File: config.mk
export PLATFORM = sky130hd
export DESIGN_NAME = sync_fifo_param
export DESIGN_NICKNAME = d
export VERILOG_FILES = /design/src/rtl/sync_fifo_pkg.sv /design/src/rtl/fifo_mem_2p.sv /design/src/rtl/sync_fifo_param.sv
export SDC_FILE = /design/constraint.sdc
export NUM_CORES = 1
export LEC_CHECK = 0
export ABC_AREA = 1
export CORE_MARGIN = 2
export CORE_UTILIZATION = 64
export CTS_CLUSTER_DIAMETER = 100
export DETAILED_ROUTE_END_ITERATION = 16
export PLACE_DENSITY = 0.94
export RECOVER_POWER = 100
export SETUP_SLACK_MARGIN = 0.5
export SLEW_MARGIN = 0
export SYNTH_ARGS = -nofsm -noshare
export SYNTH_HDL_FRONTEND = slang
export SYNTH_HIERARCHICAL = 1
export SYNTH_SLANG_ARGS = --single-unit
File: constraint.sdc
create_clock -name clk -period 5.36 [get_ports clk]
set_clock_uncertainty 0.05 [all_clocks]
set_input_delay 0.804 -clock clk [delete_from_list [all_inputs] [get_ports clk]]
set_output_delay 0.804 -clock clk [all_outputs]
set_load 0.005 [all_outputs]
File: src/rtl/sync_fifo_pkg.sv
// Shared constants and helpers for the parametrised synchronous FIFO.
package sync_fifo_pkg;

    localparam int unsigned FIFO_MODE_REG  = 0;
    localparam int unsigned FIFO_MODE_FWFT = 1;

    localparam int unsigned DEFAULT_WIDTH = 30;
    localparam int unsigned DEFAULT_DEPTH = 8;

    // Ceiling log2, usable in parameter expressions.
    function automatic int unsigned clog2(input int unsigned value);
        int unsigned result;
        result = 0;
        while ((32'd1 << result) < value) begin
            result++;
        end
        return result;
    endfunction

endpackage

File: src/rtl/fifo_mem_2p.sv
// WIDTH x DEPTH register array: synchronous write port, asynchronous read port.
module fifo_mem_2p
    import sync_fifo_pkg::*;
#(
    parameter int unsigned WIDTH = DEFAULT_WIDTH,
    parameter int unsigned DEPTH = DEFAULT_DEPTH,
    parameter int unsigned AW    = clog2(DEPTH)
) (
    input  logic             clk,
    input  logic             wr_en,
    input  logic [AW-1:0]    wr_addr,
    input  logic [WIDTH-1:0] wr_data,
    input  logic [AW-1:0]    rd_addr,
    output logic [WIDTH-1:0] rd_data
);

    logic [WIDTH-1:0] mem [DEPTH];

    // Storage is intentionally not reset.
    always_ff @(posedge clk) begin
        if (wr_en) begin
            mem[wr_addr] <= wr_data;
        end
    end

    assign rd_data = mem[rd_addr];

endmodule

File: src/rtl/sync_fifo_param.sv
// Single-clock FIFO with fill count, almost flags, sticky error flags, flush and FWFT option.
module sync_fifo_param
    import sync_fifo_pkg::*;
#(
    parameter int unsigned WIDTH     = DEFAULT_WIDTH,
    parameter int unsigned DEPTH     = DEFAULT_DEPTH,
    parameter int unsigned AF_THRESH = 7,
    parameter int unsigned AE_THRESH = 1,
    parameter int unsigned FWFT      = FIFO_MODE_REG,
    localparam int unsigned AW       = clog2(DEPTH),
    localparam int unsigned CW       = AW + 1
) (
    input  logic             clk,
    input  logic             rst,
    input  logic             clr,
    input  logic             wr,
    input  logic             rd,
    input  logic [WIDTH-1:0] data_in,
    output logic [WIDTH-1:0] data_out,
    output logic             full,
    output logic             empty,
    output logic             almost_full,
    output logic             almost_empty,
    output logic [CW-1:0]    count,
    output logic             overflow,
    output logic             underflow
);

    logic [AW-1:0]    wr_ptr;
    logic [AW-1:0]    rd_ptr;
    logic             wr_en;
    logic             rd_en;
    logic [WIDTH-1:0] mem_rd_data;

    assign wr_en = wr & ~full;
    assign rd_en = rd & ~empty;

    assign full         = (count == CW'(DEPTH));
    assign empty        = (count == '0);
    assign almost_full  = (count >= CW'(AF_THRESH));
    assign almost_empty = (count <= CW'(AE_THRESH));

    fifo_mem_2p #(
        .WIDTH (WIDTH),
        .DEPTH (DEPTH),
        .AW    (AW)
    ) u_mem (
        .clk     (clk),
        .wr_en   (wr_en & ~clr),
        .wr_addr (wr_ptr),
        .wr_data (data_in),
        .rd_addr (rd_ptr),
        .rd_data (mem_rd_data)
    );

    // Flush takes priority over any access in the same cycle.
    always_ff @(posedge clk or posedge rst) begin
        if (rst) begin
            wr_ptr    <= '0;
            rd_ptr    <= '0;
            count     <= '0;
            overflow  <= 1'b0;
            underflow <= 1'b0;
        end else if (clr) begin
            wr_ptr    <= '0;
            rd_ptr    <= '0;
            count     <= '0;
            overflow  <= 1'b0;
            underflow <= 1'b0;
        end else begin
            if (wr_en) begin
                wr_ptr <= wr_ptr + 1'b1;
            end
            if (rd_en) begin
                rd_ptr <= rd_ptr + 1'b1;
            end
            if (wr_en && !rd_en) begin
                count <= count + 1'b1;
            end else if (rd_en && !wr_en) begin
                count <= count - 1'b1;
            end
            if (wr && full) begin
                overflow <= 1'b1;
            end
            if (rd && empty) begin
                underflow <= 1'b1;
            end
        end
    end

    if (FWFT == FIFO_MODE_FWFT) begin : g_fwft
        // Head word is shown directly; rd only pops it.
        assign data_out = empty ? '0 : mem_rd_data;
    end else begin : g_reg
        logic [WIDTH-1:0] dout_q;

        always_ff @(posedge clk or posedge rst) begin
            if (rst) begin
                dout_q <= '0;
            end else if (clr) begin
                dout_q <= '0;
            end else if (rd_en) begin
                dout_q <= mem_rd_data;
            end
        end

        assign data_out = dout_q;
    end

endmodule

==> run_results.csv <==
group,metric,value,unit
outcome,outcome,"finished with violations",
outcome,violations,"capacitance limit, slew limit",
detailed_routing,vias,9116,
sta,max_freq,250,MHz
place,hpwl,15600,microns
sta,whs,0.436,ns
setup_path,start_kind,"input pin",
clock_network,post_cts_resized,0,
synthesis,ys.flop_type,"edfxtp_1",
clock_network,clock_path_buffers,3,
clock_network,hold_buffers,0,
floorplan,rows,51,
setup_path,critPathArrivalTime,4.05,ns
sta,min_period,3.99,ns
floorplan,die-height,144,microns
synthesis,ys_warn_count,6,
clock_network,htree_levels,1,
finish,layout.nets,1379,
synthesis,synth_cells,1286,
finish,n_antenna_cell,0,
floorplan,dieWidth,144,microns
setup_path,cp-end-kind,"flop",
clock_network,cts_sinks,282,
sta,rsz0062_at_grt,"no",
clock_network,cts-root-buf,"clkbuf_16",
detailed_routing,drt-total-wl,29100,microns
synthesis,synth-edff-count,240,
detailed_routing,first_iter_violations,1097,
power_and_ir_drop,combPwrFrac,26.3,%
setup_path,critPathMaxFanout,30,
synthesis,synth_seq_cells,282,
sta,drv_slew,352,
finish,syn_to_final_growth,13.3,%
detailed_routing,vias_per_cell,5.61,
setup_path,worstSetupPathType,"input pin to flop",
synthesis,synth_top_area_cell,"edfxtp_1",
power_and_ir_drop,p_int,0.00419,W
synthesis,synth_cell_types,26,
detailed_routing,first_pass_iters,8,
clock_network,cts_buffers,27,
sta,fin_tns_setup,0,ns
floorplan,start_util,64.6,%
synthesis,synthArstFlopShare,14.9,%
sta,setup_violations,0,
power_and_ir_drop,pwr-share-clk,29.6,%
clock_network,clock_latency,0.54,ns
synthesis,synth.avg_cell_area,9.71,sq um
setup_path,cp.required,5.42,ns
power_and_ir_drop,ir_worst_vdd,0.274,mV
clock_network,cts_setup_buffers,0,
clock_network,cts.clk_slew.worst_paths,0.06,ns
sta,maxSlewHeadroom,-44.9,%
power_and_ir_drop,swShare,32.5,%
global_routing,grt-ovfl-total,0,
global_routing,antenna_found_initial,0,
detailed_routing,post_drt_wl_per_cell,17.9,microns
global_routing,grt_pass1_vias,9159,
floorplan,ios,75,
run,max-cap-violations,11,
sta,fin_crit_sh,74.5,%
global_routing,grt_max_degree,72,
power_and_ir_drop,seqPwrFrac,44.1,%
sta,hold_viol,0,
synthesis,netlist_area,12500,sq um
synthesis,synth_nets,1327,
place,place.gp.congestion,0.816,
synthesis,synth_top_area_share,57.7,%
synthesis,yosysSeqAreaShare,66.1,%
clock_network,cts_tree,"yes",
detailed_routing,antenna_left,0,
floorplan,die-area,20600,sq um
detailed_routing,drc,0,
finish,drive_gt1_share,4.19,%
global_routing,grt_pass1_wl,45200,microns
worst_hold_path,min_path_type,"flop to flop",
floorplan,fp.coreArea,19300,sq um
power_and_ir_drop,power_switching,0.00202,W
global_routing,grt_usage,28.5,%
synthesis,yosys-top-cells-area,"edfxtp_1 (58%), nand2_1 (14%), dfrtp_1 (8.4%), inv_1 (7.7%), nand3_1 (6.4%)",
power_and_ir_drop,powerDensity,439,nW/um^2
power_and_ir_drop,static-leakage-power,6.55,nW
place,portBuffers,74,
sta,worst_slew_pin_slew,2.17,ns
state kept, by name, summed over array words and instances, names as in the netlist:
signal / count
u_mem/mem: 240
data_out: 30
count: 4
rd_ptr: 3
wr_ptr: 3
overflow: 1
underflow: 1
cell families (layout without fill, tap and decap cells):
| kind of cell | after synthesis | after routing | synth area share, % |
|---|---|---|---|
| AO/OA/AOI/OAI | 27 | 27 | 1.26 |
| XOR/XNOR | 3 | 3 | 0.210 |
| buffers and inverters | 317 | 390 | 10.2 |
| AND/OR/NAND/NOR | 651 | 651 | 21.6 |
| adder cells (fa/ha/maj) | 6 | 6 | 0.601 |
| flip-flops | 282 | 282 | 66.1 |
per-stage QoR:
stage / cell area, sq um / worst slack, ns / utilization, % / total power [W] / cells
after floorplan: 12500 / 2.28 / - / 0.00386 / 1286
after global placement: 13400 / 2.12 / 69.2 / 0.00434 / 1574
after detailed placement: 13400 / 2.00 / 69.2 / 0.00442 / 1574
after CTS: 14200 / 2.24 / 73.6 / 0.00628 / 1624
after global routing: 14100 / 1.20 / 73.2 / 0.00651 / 1624
final: 14100 / 1.37 / 73.2 / 0.00621 / 1624
synth_stat cells, drive strengths merged (2+ instances only):
| library cell | count |
|---|---|
| a21oi | 19 |
| clkbuf | 15 |
| ha | 6 |
| buf | 43 |
| edfxtp | 240 |
| o21ai | 5 |
| inv | 259 |
| nand2 | 472 |
| nand3 | 160 |
| o21a | 3 |
| xor2 | 2 |
| nor2 | 18 |
| dfrtp | 42 |
critical path, stage by stage:
cell and delay (ns):
dlygate4sd3_1 0.53, clkbuf_1 0.49, nor2_1 0.41, nand2_1 0.22, nor2_2 1.57
placed cells by master (no fill, tap or decap), types with 4 or more instances in the layout:
cell	count
dlygate4sd3_1	72
edfxtp_1	240
buf_4	5
nand3_1	160
clkbuf_1	13
inv_1	258
clkbuf_16	27
nor2_2	8
clkinv_1	5
o21ai_0	4
nand2_1	469
a21oi_1	18
ha_1	6
nor2_1	8
dfrtp_1	40
final cells by class:
cell class,instances,area [sq um]
Inverter,259,972
Clock inverter,10,101
Clock buffer,40,744
Multi-Input combinational cell,687,2950
Sequential cell,282,8260
Fill cell,1200,5190
Tap cell,265,332
Timing Repair Buffer,81,786
power groups by stage:
stage               logic, W  clock network, W  registers [W]
finish               0.00163           0.00184        0.00274
global route         0.00181           0.00193        0.00276
CTS                  0.00169           0.00185        0.00274
detailed placement   0.00164                 0        0.00278
global placement     0.00156                 0        0.00277
floorplan            0.00114                 0        0.00272
path summary, 6_finish.rpt:
check,start,cells past startpoint,slack (ns),to
worst max register to register,count[0],7,1.72,u_mem/mem[7][2]
worst min-delay path,underflow,1,0.44,underflow
worst max-delay path,clr,5,1.37,u_mem/mem[7][2]
worst min register to register,underflow,1,0.44,underflow
max in group asynchronous,rst,2,2.72,rd_ptr[0]
min in group asynchronous,rst,2,1.26,count[1]
metal layers:
metal	GRT usage [%]	routed length, microns	vias up
met5	0	0	-
met4	11.8	908	0
met3	4.20	2770	108
met2	49.9	14900	627
met1	35.7	10500	4266
li1	-	-	4115
Note: power is estimated with default switching activity, not from simulation.
